## src/rtl/prog_mem_loader.sv

```systemverilog
// prog_mem_loader
// Writable 16 x 8 program memory with a byte-serial load port. A host streams
// up to 16 instruction bytes over a valid/ready handshake into consecutive
// addresses starting at 0. The CPU fetch side reads the array combinationally
// by 4-bit address. While a load is in progress the CPU is held off and a
// running mod-256 checksum of the written bytes is kept.
//
// Ports:
//   clk          in   system clock, rising edge
//   rst_n        in   synchronous active-low reset
//   load_start   in   one-cycle load request, honoured only in IDLE
//   load_len     in   [3:0] words minus one, sampled with load_start
//   load_abort   in   terminate a load, honoured only in LOAD
//   wr_data      in   [7:0] instruction byte from host
//   wr_valid     in   wr_data is valid
//   wr_ready     out  byte accepted this cycle (LOAD only)
//   rd_addr      in   [3:0] CPU fetch address
//   rd_data      out  [7:0] mem[rd_addr], combinational
//   cpu_hold     out  high whenever not IDLE
//   load_done    out  one-cycle pulse on successful completion
//   load_aborted out  sticky abort flag, cleared by next accepted load_start
//   checksum     out  [7:0] mod-256 sum of bytes written in current/last load

module prog_mem_loader #(
  parameter logic [7:0] FILL = 8'hB0
) (
  input  logic       clk,
  input  logic       rst_n,
  input  logic       load_start,
  input  logic [3:0] load_len,
  input  logic       load_abort,
  input  logic [7:0] wr_data,
  input  logic       wr_valid,
  output logic       wr_ready,
  input  logic [3:0] rd_addr,
  output logic [7:0] rd_data,
  output logic       cpu_hold,
  output logic       load_done,
  output logic       load_aborted,
  output logic [7:0] checksum
);

  typedef enum logic [1:0] {
    IDLE = 2'd0,
    LOAD = 2'd1,
    DONE = 2'd2
  } state_t;

  state_t     state;
  state_t     state_next;
  logic [3:0] addr;
  logic [3:0] last;
  logic [7:0] mem [16];
  logic       start_ok;
  logic       abort_ok;
  logic       xfer;

  // Qualified events. Abort wins over a byte presented in the same cycle, so
  // that byte is neither written nor summed.
  assign start_ok = (state == IDLE) && load_start;
  assign abort_ok = (state == LOAD) && load_abort;
  assign xfer     = (state == LOAD) && wr_valid && !load_abort;

  // State register.
  always_ff @(posedge clk) begin
    if (!rst_n) begin
      state <= IDLE;
    end else begin
      state <= state_next;
    end
  end

  // Next-state and output decode; outputs depend on registered state only,
  // so there is no combinational path from wr_valid to wr_ready/cpu_hold.
  always_comb begin
    state_next = state;
    wr_ready   = 1'b0;
    cpu_hold   = 1'b0;
    load_done  = 1'b0;
    case (state)
      IDLE: begin
        if (load_start) begin
          state_next = LOAD;
        end
      end
      LOAD: begin
        wr_ready = 1'b1;
        cpu_hold = 1'b1;
        if (load_abort) begin
          state_next = IDLE;
        end else if (wr_valid && (addr == last)) begin
          state_next = DONE;
        end
      end
      DONE: begin
        cpu_hold   = 1'b1;
        load_done  = 1'b1;
        state_next = IDLE;
      end
      default: begin
        state_next = IDLE;
      end
    endcase
  end

  // Load bookkeeping: address counter, last address, checksum, abort flag.
  // The counter only advances when the current word is not the last one,
  // so last=15 ends at address 15 without wrapping.
  always_ff @(posedge clk) begin
    if (!rst_n) begin
      addr         <= 4'd0;
      last         <= 4'd0;
      checksum     <= 8'd0;
      load_aborted <= 1'b0;
    end else begin
      if (start_ok) begin
        addr         <= 4'd0;
        last         <= load_len;
        checksum     <= 8'd0;
        load_aborted <= 1'b0;
      end else if (abort_ok) begin
        load_aborted <= 1'b1;
      end else if (xfer) begin
        checksum <= checksum + wr_data;
        if (addr != last) begin
          addr <= addr + 4'd1;
        end
      end
    end
  end

  // Memory array; reset refills every word so a reset mid-load discards
  // whatever the partial load had written.
  always_ff @(posedge clk) begin
    if (!rst_n) begin
      for (int i = 0; i < 16; i++) begin
        mem[i] <= FILL;
      end
    end else if (xfer) begin
      mem[addr] <= wr_data;
    end
  end

  assign rd_data = mem[rd_addr];

endmodule
```

## config.mk

```make
export PLATFORM = sky130hd
export DESIGN_NAME = prog_mem_loader
export DESIGN_NICKNAME = d
export VERILOG_FILES = /design/src/rtl/prog_mem_loader.sv
export SDC_FILE = /design/constraint.sdc
export NUM_CORES = 1
export LEC_CHECK = 0
export CORE_MARGIN = 8
export CORE_UTILIZATION = 55
export DETAILED_ROUTE_END_ITERATION = 10
export GPL_TIMING_DRIVEN = 1
export PLACE_DENSITY = 0.7
export SYNTH_ARGS = -nofsm -noshare
export SYNTH_HDL_FRONTEND = slang
export SYNTH_SLANG_ARGS = --single-unit
```

## constraint.sdc

```tcl
create_clock -name clk -period 5.8 [get_ports clk]
set_clock_uncertainty 0.1 [all_clocks]
set_input_delay 1.74 -clock clk [delete_from_list [all_inputs] [get_ports clk]]
set_output_delay 1.74 -clock clk [all_outputs]
set_load 0.01 [all_outputs]
```

Yosys cells after proc, flatten, opt, wreduce, memory -nomap -nowiden
Memories as Yosys holds them, arrays and structs flattened.
Index checks and enable logic that the tools add are counted.

storage, ports and cells
  bits in registers = 19
  memory bits (writable) = 128
  input bits = 21
  output and inout port bits = 20
  logic and storage cells = 43
  memories kept = 1

cells by class
  $add $sub $neg = 2
  equality and inequality tests = 6
  multiplexer cells = 14
  bitwise logic cells = 2
  reductions and logical operators = 13

memories
  memory  words  bits a word  rd ports  clocked after Yosys merged registers in  wr ports  RTL line  RTL
  mem     16     8            1         0                                        16        53        logic [7:0] mem [16];

operator list
  operator                                                         count
  8-bit adder                                                      1
  1-bit two-way mux                                                8
  8-bit two-way mux                                                1
  8-bit OR reduction                                               1
  2-bit two-way mux                                                3
  1-bit logical AND                                                5
  4-bit by 1-bit adder with 4-bit output, second input constant    1
  4-bit == test                                                    1
  4-bit two-way mux                                                1
  4-bit != test                                                    1
  2-bit case mux with 2 select lines                               1
  2-bit AND reduction                                              2
  2-bit OR reduction                                               2
  3-bit by 2-bit != test with 1-bit output, second input constant  1
  3-bit AND reduction                                              1
  2-bit by 1-bit == test with 1-bit output, second input constant  1
  2-bit == test, second input constant                             1
  2-bit zero test                                                  1
  2-bit != test, second input constant                             1
  1-bit inverter                                                   2
  1-bit zero test                                                  1

Depth between registers and ports, before layout
  depth in word-level cells = 8
  gate-level depth with buffers = 8
  depth with buffers taken out = 7

Worst setup path after synthesis
No wires, ideal clock.

  path type = input -> output
  start = input port rd_addr[0]
  end = output port rd_data[0]
  arrival = 3020 ps
  data required time = 3960 ps
  setup slack = 940 ps
  stages = 4
  cells stage by stage = buf_6 -> buf_6 -> mux4_1 -> mux4_2

on the way
  longest elaborated chain between the ends = 1

RTL lines
  item               RTL line  RTL
  from (decl)        35        input logic [3:0] rd_addr,
  memory 16 x 8 bit  -
  to (decl)          36        output logic [7:0] rd_data,

No other way between the ends.

Worst setup path after layout
  start = input port rd_addr[1]
  end = output port rd_data[6]

Same word-level chain as after synthesis.

==> run summary <==
Diodes inserted -> 0
insertion delay to the later sink of the worst-skew pair -> 420 ps
Slew Limit Fails -> 0
Critical-path top delay cell -> clkdlybuf4s50_1
initial antenna violation count -> 0
Synth Area in Adders -> 2.88%
via count -> 4448
hold_buf cts -> 0
post-route insts no fill -> 740
post-route minimum period -> 5630 ps
pwr/cell area -> 305 nW/um2
Horiz. Die Dim -> 131 um
cells along the critical path -> clkdlybuf4s50_1 > buf_12 > mux4_1 > mux4_2 > clkdlybuf4s50_1
# IOs -> 41
hold crit path type -> flip-flop to flip-flop
async set-or-reset flop fraction in the synthesized netlist -> 0%
cell count after synthesis -> 508
TritonCTS Buffers -> 17
critical path class -> input pin to output pin
Placed Area -> 7820 um2
clk sinks -> 147
Leakage -> 2.86 nW
Crit path max-delay family -> buffers and inverters
Post-synth EDFFs -> 128
RSZ-0062 raised after global routing -> false
register area -> 4220 um2
Wirelength per Cell -> 21.8 um
HPWL Detailed -> 11600 um
DRT iter0 DRCs -> 461
area growth from synthesis to layout -> 16.9%
multi-input logic area -> 2810 um2
Max stage delay on crit path -> 510 ps
vias per inst -> 6.01
# placed instances -> 708
Top FF cell, synth -> edfxtp_1
core box area -> 13000 um2
fin nets -> 588
Post-Route Utilization -> 64.7%
register bit count reported by yosys -> 147
status -> completed
Arrival @ worst endpoint -> 3790 ps
DR pass1 iterations -> 5
Max Cap Viol -> 0
Routed Antenna Nets -> 0
final setup TNS -> 0 ps
layout cells sized above 1 -> 11.9%
Post-route DRC -> 0
Synth warnings -> 0
Startpoint Class -> input pin
vias in the first global route -> 4331
synthesized area per cell -> 14.2 um2
Fillers -> 971
post-synthesis compound-gate area fraction -> 3.68%
cell mode on critical path -> clkdlybuf4s50_1
Synth Area in Simple Gates -> 17.0%
Mapped Nets -> 545
total routed wirelength -> 16100 um
Max Buffers Root-to-Sink -> 2
depth of the CTS H-tree -> 4
crit path max fanout -> 32
GRT Util Overall -> 20.4%
first-pass GRT wire length -> 25200 um
routability cong. -> 0.882
Die Footprint -> 17000 um2
IO buf count -> 40
Max Freq -> 178 MHz
largest net degree at the start of global routing -> 33
Die H -> 131 um
Synth cell types -> 46
Post-CTS Setup Bufs -> 0
clock tree root buffer cell -> clkbuf_16
final setup vio count -> 0
post-synthesis sequential area ratio -> 58.6%
number of gates resized after CTS -> 0
CP Capture Type -> output pin
placement row count -> 42
XOR/XNOR Fraction of Synth Area -> 1.09%
Mapped Area -> 7210 um2
Starting Density -> 55.4%
post-synthesis mux area share -> 14.2%
Final Hold Vio Count -> 0
CTS tree -> done
Critical Path RT -> 3960 ps
GRT Residual Overflow -> 0
Worst Path Buf+Inv -> 3
final critical-path share of the clock period -> 97.1%
Final Instance Area -> 8440 um2
Max rail drop VDD -> 0.220 mV
largest family of logic cells by synthesized area -> simple AND/OR/NAND/NOR gates
Worst-path clk slew -> 60 ps
actual slew at the worst max-slew pin -> 781 ps
Relative slew margins -> 47.7%
## through the flow
stage | worst slack [ps] | hold WS [ps] | power [W]
finish | 170 | 377 | 0.00257
global placement | 213 | 358 | 0.00144
detailed placement | 168 | 372 | 0.00145
floorplan | 940 | 352 | 0.00135
global route | 103 | 393 | 0.00265
CTS | 160 | 381 | 0.00258
## worst min-delay path: cells and delay by family, from the launching register on
family | cells | cell delay (ps)
AO/OA/AOI/OAI | 1 | 50
flip-flops | 1 | 330
AND/OR/NAND/NOR | 1 | 60
## path summary, 6_finish.rpt
| path | endpoint | startpoint | depth (start not counted) | slack (ps) |
|---|---|---|---|---|
| max | rd_data[6] | rd_addr[1] | 5 | 170 |
| min | checksum[4] | checksum[4] | 2 | 380 |
| max reg2reg | mem[2][0] | state[1] | 6 | 2520 |
| min reg2reg | checksum[4] | checksum[4] | 2 | 380 |
## synth_stat cells (2+ instances only)
cell / number / area share, %
buf_2: 3 / 0.21
nand3b_1: 2 / 0.21
ha_1: 15 / 2.6
mux4_1: 28 / 10
nor2b_1: 2 / 0.17
a21o_1: 2 / 0.21
nand2_1: 25 / 1.3
nand3_1: 8 / 0.55
buf_1: 3 / 0.16
a21oi_1: 12 / 0.83
xor2_1: 2 / 0.24
a21boi_0: 5 / 0.52
mux4_2: 12 / 3.7
or3_1: 36 / 3.1
buf_6: 3 / 0.47
nor2_1: 21 / 1.1
xnor2_1: 7 / 0.85
nand4_1: 3 / 0.26
nor3_1: 2 / 0.14
mux2i_1: 2 / 0.28
nand2b_1: 21 / 1.8
clkbuf_1: 23 / 1.2
dfxtp_1: 19 / 5.3
edfxtp_1: 128 / 53
inv_1: 6 / 0.31
nor3b_1: 2 / 0.21
and2_1: 80 / 6.9
nor3_2: 4 / 0.55
o21ai_0: 15 / 1.0
## where the power goes
| part | internal [W] | switching (W) |
|---|---|---|
| combinational | 0.000107 | 0.000120 |
| clock | 0.000717 | 0.000424 |
| sequential | 0.00118 | 0.0000190 |
| total | 0.00201 | 0.000563 |
## layer usage
metal / track usage, % / share of wire (%) / up-vias
li1: - / - / 2012
met1: 27.7 / 42 / 2219
met2: 31.4 / 48 / 203
met3: 5.76 / 9.0 / 14
met4: 6.41 / 0.94 / 0
met5: 0 / 0 / -
## cells by family after synthesis
kind of cell | count (synthesis)
xor gates and xnor gates | 9
DFF | 147
muxes | 42
and+or+nand+nor | 212
adders and majority gates | 16
buffers and inverters | 39
AOI/OAI and AO/OA | 43
## sequential cells by signal (all words and copies together) (netlist names)
register and cells:
last 4, mem 128, addr 4, load_aborted 1
checksum 8, state 2
## layout make-up
class	count	share of cell area (%)
Sequential cell	147	50.1
Multi-Input combinational cell	322	33.3
Timing Repair Buffer	57	6.50
Clock buffer	18	5.09
Tap cell	176	2.61
Clock inverter	14	2.20
Inverter	6	0.267
## cells in the final DEF, fill, tap and decap left out, types with 7 or more instances in the layout
cell type        instances
mux4_2                  12
dfxtp_1                 19
o21ai_0                 15
a21oi_1                 12
clkbuf_16               17
mux4_1                  28
nand2_1                 25
ha_1                    15
nand3_1                  8
nand2b_1                21
clkdlybuf4s50_1         39
xnor2_1                  7
nor2_1                  21
and2_1                  80
buf_4                   15
or3_1                   36
edfxtp_1               128
No activity file was read; power rests on OpenSTA's default activity.
